## config.mk

```make
export PLATFORM = sky130hd
export DESIGN_NAME = audio_adc_rx
export DESIGN_NICKNAME = d
export VERILOG_FILES = /design/src/rtl/audio_adc_rx_pkg.sv /design/src/rtl/audio_adc_rx_sync_edge_detect.sv /design/src/rtl/audio_adc_rx.sv
export SDC_FILE = /design/constraint.sdc
export NUM_CORES = 1
export LEC_CHECK = 0
export BUFFER_PORTS_ARGS = -buffer_cell sky130_fd_sc_hd__buf_2
export CORE_MARGIN = 5
export CORE_UTILIZATION = 40
export CTS_CLUSTER_SIZE = 24
export DETAILED_ROUTE_END_ITERATION = 6
export MAX_ROUTING_LAYER = met4
export SLEW_MARGIN = 20
export SYNTH_ARGS = -nofsm -noshare
export SYNTH_HDL_FRONTEND = slang
export SYNTH_SLANG_ARGS = --single-unit
```

## constraint.sdc

```tcl
create_clock -name clk -period 4.5 [get_ports clk]
set_clock_uncertainty 0.1 [all_clocks]
set_input_delay 0.675 -clock clk [delete_from_list [all_inputs] [get_ports clk]]
set_output_delay 0.675 -clock clk [all_outputs]
set_load 0.03 [all_outputs]
```

## src/rtl/audio_adc_rx_pkg.sv

```systemverilog
`default_nettype none
// ============================================================================
//  Module      : audio_adc_rx_pkg
//  Description : Shared audio codec constants: ADC receive FSM encoding,
//                default sample widths and DAC-side framing constants.
//  Revision    : 1.0 - initial release
// ============================================================================
package audio_adc_rx_pkg;

    // Default bits per channel for both codec directions
    localparam int c_AUDIO_DATA_WIDTH = 32;

    // ADC receive FSM encoding
    localparam int         c_ST_W     = 2;
    localparam logic [1:0] c_ST_SYNC  = 2'd0;
    localparam logic [1:0] c_ST_DELAY = 2'd1;
    localparam logic [1:0] c_ST_SHIFT = 2'd2;
    localparam logic [1:0] c_ST_WAIT  = 2'd3;

    // DAC-side constants (transmit path lives elsewhere)
    localparam int c_DAC_DATA_WIDTH = c_AUDIO_DATA_WIDTH;
    localparam int c_DAC_BCLK_DIV   = 16;
    localparam int c_DAC_SLOT_BITS  = 32;

endpackage
`default_nettype wire

```

## src/rtl/audio_adc_rx_sync_edge_detect.sv

```systemverilog
`default_nettype none
// ============================================================================
//  Module      : sync_edge_detect
//  Description : Multi-flop synchronizer for one asynchronous codec input,
//                followed by rise/fall detection against a delayed copy.
//  Revision    : 1.0 - initial release
// ============================================================================
module sync_edge_detect
    import audio_adc_rx_pkg::*;
#(
    parameter int SYNC_STAGES = 2
) (
    input  logic clk,
    input  logic rst,
    input  logic i_async,
    output logic o_level,
    output logic o_rise,
    output logic o_fall
);

    logic [SYNC_STAGES-1:0] r_sync;
    logic                   r_prev;

    // Synchronizer chain plus one extra flop holding the previous level
    always_ff @(posedge clk) begin
        if (rst) begin
            r_sync <= '0;
            r_prev <= 1'b0;
        end else begin
            r_sync <= {r_sync[SYNC_STAGES-2:0], i_async};
            r_prev <= r_sync[SYNC_STAGES-1];
        end
    end

    assign o_level = r_sync[SYNC_STAGES-1];
    assign o_rise  =  o_level & ~r_prev;
    assign o_fall  = ~o_level &  r_prev;

endmodule
`default_nettype wire

```

## src/rtl/audio_adc_rx.sv

```systemverilog
`default_nettype none
// ============================================================================
//  Module      : audio_adc_rx
//  Description : I2S ADC receiver. Synchronizes the codec bit clock, word
//                clock and data, deserializes left/right words and presents
//                stereo pairs with a valid/ready handshake and overrun flag.
//  Revision    : 1.0 - initial release
// ============================================================================
module audio_adc_rx
    import audio_adc_rx_pkg::*;
#(
    parameter int DATA_WIDTH  = c_AUDIO_DATA_WIDTH,
    parameter int SYNC_STAGES = 2
) (
    input  logic                  clk,
    input  logic                  reset,
    input  logic                  aud_bclk,
    input  logic                  aud_adclrck,
    input  logic                  aud_adcdat,
    output logic [DATA_WIDTH-1:0] left_out,
    output logic [DATA_WIDTH-1:0] right_out,
    output logic                  sample_valid,
    input  logic                  sample_ready,
    output logic                  overrun
);

    localparam int                 c_CNT_W = $clog2(DATA_WIDTH);
    localparam logic [c_CNT_W-1:0] c_LAST  = c_CNT_W'(DATA_WIDTH - 1);

    logic w_brise, w_bclk_level, w_bclk_fall;
    logic w_lr_level, w_lr_rise, w_lr_fall, w_lr_edge;
    logic w_dat;
    logic [1:0] w_unused_bclk;

    logic [SYNC_STAGES-1:0] r_dat_sync;
    logic [c_ST_W-1:0]      r_state;
    logic [c_CNT_W-1:0]     r_cnt;
    logic [DATA_WIDTH-1:0]  r_shift;
    logic [DATA_WIDTH-1:0]  r_left_hold;
    logic                   r_chan;
    logic                   r_have_left;

    logic [DATA_WIDTH-1:0]  r_left_out, r_right_out;
    logic                   r_valid, r_overrun;

    logic [DATA_WIDTH-1:0]  w_shift_next;
    logic [DATA_WIDTH-1:0]  w_word;
    logic                   w_close;
    logic                   w_pair_done;

    sync_edge_detect #(.SYNC_STAGES(SYNC_STAGES)) u_bclk_sync (
        .clk     (clk),
        .rst     (reset),
        .i_async (aud_bclk),
        .o_level (w_bclk_level),
        .o_rise  (w_brise),
        .o_fall  (w_bclk_fall)
    );

    sync_edge_detect #(.SYNC_STAGES(SYNC_STAGES)) u_lrck_sync (
        .clk     (clk),
        .rst     (reset),
        .i_async (aud_adclrck),
        .o_level (w_lr_level),
        .o_rise  (w_lr_rise),
        .o_fall  (w_lr_fall)
    );

    assign w_unused_bclk = {w_bclk_level, w_bclk_fall};
    assign w_lr_edge     = w_lr_rise | w_lr_fall;

    // Data needs only a synchronizer; same depth keeps it aligned with bclk
    always_ff @(posedge clk) begin
        if (reset) begin
            r_dat_sync <= '0;
        end else begin
            r_dat_sync <= {r_dat_sync[SYNC_STAGES-2:0], aud_adcdat};
        end
    end

    assign w_dat = r_dat_sync[SYNC_STAGES-1];

    // Word close detection: either the last bit arrives or lrck moves first
    always_comb begin
        w_shift_next = r_shift | ({{(DATA_WIDTH-1){1'b0}}, w_dat} << (c_LAST - r_cnt));
        w_close      = 1'b0;
        w_word       = r_shift;
        if (r_state == c_ST_SHIFT) begin
            if (w_lr_edge) begin
                w_close = 1'b1;
            end else if (w_brise && (r_cnt == c_LAST)) begin
                w_close = 1'b1;
                w_word  = w_shift_next;
            end
        end
    end

    assign w_pair_done = w_close & r_chan & r_have_left;

    // Framing FSM: lock on lrck fall, skip the I2S delay bit, shift MSB first
    always_ff @(posedge clk) begin
        if (reset) begin
            r_state     <= c_ST_SYNC;
            r_cnt       <= '0;
            r_shift     <= '0;
            r_chan      <= 1'b0;
            r_left_hold <= '0;
            r_have_left <= 1'b0;
        end else begin
            case (r_state)
                c_ST_SYNC: begin
                    if (w_lr_fall) begin
                        r_state <= c_ST_DELAY;
                    end
                end
                c_ST_DELAY: begin
                    if (w_brise) begin
                        r_state <= c_ST_SHIFT;
                        r_cnt   <= '0;
                        r_shift <= '0;
                        r_chan  <= w_lr_level;
                    end
                end
                c_ST_SHIFT: begin
                    if (w_lr_edge) begin
                        r_state <= c_ST_DELAY;
                    end else if (w_brise) begin
                        r_shift <= w_shift_next;
                        r_cnt   <= r_cnt + 1'b1;
                        if (r_cnt == c_LAST) begin
                            r_state <= c_ST_WAIT;
                        end
                    end
                end
                c_ST_WAIT: begin
                    if (w_lr_edge) begin
                        r_state <= c_ST_DELAY;
                    end
                end
                default: r_state <= c_ST_SYNC;
            endcase

            if (w_close) begin
                if (!r_chan) begin
                    r_left_hold <= w_word;
                    r_have_left <= 1'b1;
                end else begin
                    r_have_left <= 1'b0;
                end
            end
        end
    end

    // Output holding stage: load on pair completion unless the consumer stalls
    always_ff @(posedge clk) begin
        if (reset) begin
            r_left_out  <= '0;
            r_right_out <= '0;
            r_valid     <= 1'b0;
            r_overrun   <= 1'b0;
        end else if (w_pair_done) begin
            if (r_valid && !sample_ready) begin
                r_overrun <= 1'b1;
            end else begin
                r_left_out  <= r_left_hold;
                r_right_out <= w_word;
                r_valid     <= 1'b1;
            end
        end else if (r_valid && sample_ready) begin
            r_valid <= 1'b0;
        end
    end

    assign left_out     = r_left_out;
    assign right_out    = r_right_out;
    assign sample_valid = r_valid;
    assign overrun      = r_overrun;

endmodule
`default_nettype wire

```

==> summary.txt <==
Status
  – Status: complete, no violations

Placement
  – DPL Wire Length: 8.197 mm
  – Buffers on Ports: 71
  – Placed instance count: roughly 820
  – Routability-driven placement congestion ratio: 0.8033

Clock network
  – CTS buffer count: 17
  – Hold bufs inserted after CTS: 0
  – Reg clk slew, reported paths: 60 ps
  – Clock Tree Buf Depth: 2
  – Root buf cell: clkbuf_16
  – CTS resizes: 0
  – TritonCTS clock tree: done
  – Clock sinks: 147
  – Setup Fix Bufs, Post-CTS: 0
  – H-tree depth: 4
  – Clock Latency Late Sink: 420 ps

Global route
  – Initial antenna violation count: 0
  – Grt total ovfl: 0
  – First-pass GRT wire length: between 20 and 25 mm
  – Tot GR Track Use: between 10% and 20%
  – Largest net degree at the start of global routing: between 60 and 70
  – Via count of the first global-routing pass: 4167

Power and ir drop
  – P_leak: about 0.0025 uW
  – Power Density: 421.4 nW/um^2
  – Peak supply drop: 0.2343 mV

Floorplan
  – Core Box Area: 13090 sq um
  – Die area: around 16000 sq um
  – Die width: 125.0 um
  – Row count: 42
  – I/O pin cnt: 72
  – DIE HEIGHT: 125.0 um
  – Initial core utilization: 40.45%

Timing
  – Max Fclk: approximately 340 MHz
  – Max Slew Vio Count: 0
  – Final hold vios: 0
  – RSZ-0062 raised after global routing: no
  – Tightest Pin Transition: approximately 1100 ps
  – Final period utilization: 64.91%
  – TNS Setup: 0 ps
  – Max_slew headroom: approximately 29%
  – Final setup violation count: 0
  – Final Critical Period: 2921 ps

Synth
  – Netlist cell types: 40
  – Ys async rst share: 0%
  – Dominant synthesized flop cell: dfxtp_1
  – #FFs+latches synth: approximately 150
  – Post-synth net total: 624
  – Seq/Total Area, Yosys: 55.60%
  – Synth Area per Inst: 8.662 sq um
  – Synthesized cell area: 5293 sq um
  – Cells after Synth: 611
  – Synth warn: 0
  – Post-synth EDFFs: 0

Layout
  – Multi-input logic area: 2141 sq um
  – Fraction of layout cells with a size suffix above 1: 17.58%
  – Fill count: between 1000 and 1500
  – Sequential Area: 2943 sq um
  – Fin cells: 853
  – Inserted Diodes: 0
  – Area grow syn2layout: 18.49%
  – Layout Nets: 677

Routing
  – Vias/cell: between 5 and 6
  – Routed vias: 4299
  – Routed WL per cell: about 14 um
  – DRT Pass-1 Iters: 4
  – Post-Route WL: between 10 and 15 mm
  – Initial DRC count: 390
  – Post-route ant nets: 0
  – DRC errors left: 0

Worst setup path
  – Critical Path Fanout Max: 51
  – CP required: about 4700 ps
  – Critical Path End Type: flip-flop
  – CP Data Arrival Time: 3160 ps
  – WS Path Type: reg -> reg
  – Startpoint Class: flip-flop

Flow run
  – Max-cap violations: 0

Min path
  – Worst Hold Class: reg -> reg
==> registers in the layout, summed over array words and instances (netlist names) <==
register / flops
r_dat_sync: 2
overrun: 1
r_state: 2
right_out: 32
u_lrck_sync.r_prev: 1
u_bclk_sync.r_sync: 2
r_left_hold: 32
sample_valid: 1
r_cnt: 5
u_bclk_sync.r_prev: 1
r_chan: 1
r_have_left: 1
r_shift: 32
u_lrck_sync.r_sync: 2
left_out: 32
==> where the power goes <==
| part | switching (uW) | internal, uW |
|---|---|---|
| logic | 45.4 | 18.8 |
| registers | 5.12 | 1310 |
| clock network | 534 | 731 |
| total | 585 | 2060 |
==> critical path, cell delays in order, from the launching register on <==
cell      delay (ps)
dfxtp_1          440
ha_1             200
and3_1           170
ha_1             200
and3b_1          240
o2111a_2         750
buf_4            410
o21ai_0          120
a21oi_1          170
==> area by class of cell <==
class / instances / share of cell area, %
sequential: 147 / 46.93
multi-input combinational: 414 / 34.14
clock buffer: 20 / 7.283
timing repair buffer: 77 / 6.385
tap: 176 / 3.512
clock inverter: 12 / 1.337
inverter: 7 / 0.4190
==> through the flow <==
stage                     hold WS, ps  worst slack (ps)  util (%)  power (uW)  area, sq um
after detailed placement        323.1              1594     43.75        1405         5724
after CTS                       336.7              1577     47.88        2669         6265
after global routing            357.4              1328     47.93        2736         6271
final                           336.8              1579     47.93        2643         6271
after global placement          327.0              1772     43.75        1401         5724
after floorplan                 313.8              2462         -        1389         5293
==> layout by cell type, fill, tap and decap left out, types with 7 or more instances in the layout <==
cell       count
dfxtp_1      147
nor2_1        52
clkbuf_16     17
inv_1          7
nor2b_1        9
buf_2         71
nand2_1       71
ha_1           7
o21ai_0       65
a21oi_1      165
==> path summary, 6_finish.rpt <==
path | from | end | slack, ps | cells after the start
worst min register to register | r_dat_sync[0] | r_dat_sync[1] | 340 | 1
worst max register to register | r_cnt[0] | right_out[20] | 1580 | 8
worst max-delay path | r_cnt[0] | right_out[20] | 1580 | 8
worst min-delay path | r_dat_sync[0] | r_dat_sync[1] | 340 | 1
==> Yosys cell counts (2+ instances only) <==
library cell	instances	share of area [%]
a21oi_1	165	16
dfxtp_1	147	56
nand2_1	71	5.0
o21ai_0	65	6.1
nor2_1	52	3.7
buf_2	22	2.1
clkbuf_1	17	1.2
nor2b_1	9	1.1
ha_1	7	1.7
inv_1	7	0.50
nand2b_1	5	0.59
nor3_1	5	0.47
nor3_2	3	0.57
o21a_1	3	0.43
buf_4	2	0.28
mux2i_1	2	0.38
nand3_1	2	0.19
nand3b_1	2	0.28
nand4_1	2	0.24
nor3_4	2	0.61
xnor2_1	2	0.33
==> cell families after synthesis <==
family / after synthesis / synth area share, %
buffers and inverters: 50 / 4.350
XOR/XNOR: 3 / 0.4965
adder cells (fa/ha/maj): 7 / 1.655
multiplexers: 2 / 0.3783
AO/OA/AOI/OAI: 241 / 23.57
flip-flops: 147 / 55.60
AND/OR/NAND/NOR: 161 / 13.95
==> per-layer routing <==
layer  vias up  global-route usage, %  share of wire (%)
met3        15                  4.307                4.9
met5         -                      -                  0
met4         0                  5.548                1.4
li1       2205                      -                  -
met2       103                  25.28                 47
met1      1976                  20.87                 47
Note: power is estimated with default switching activity, not from simulation.
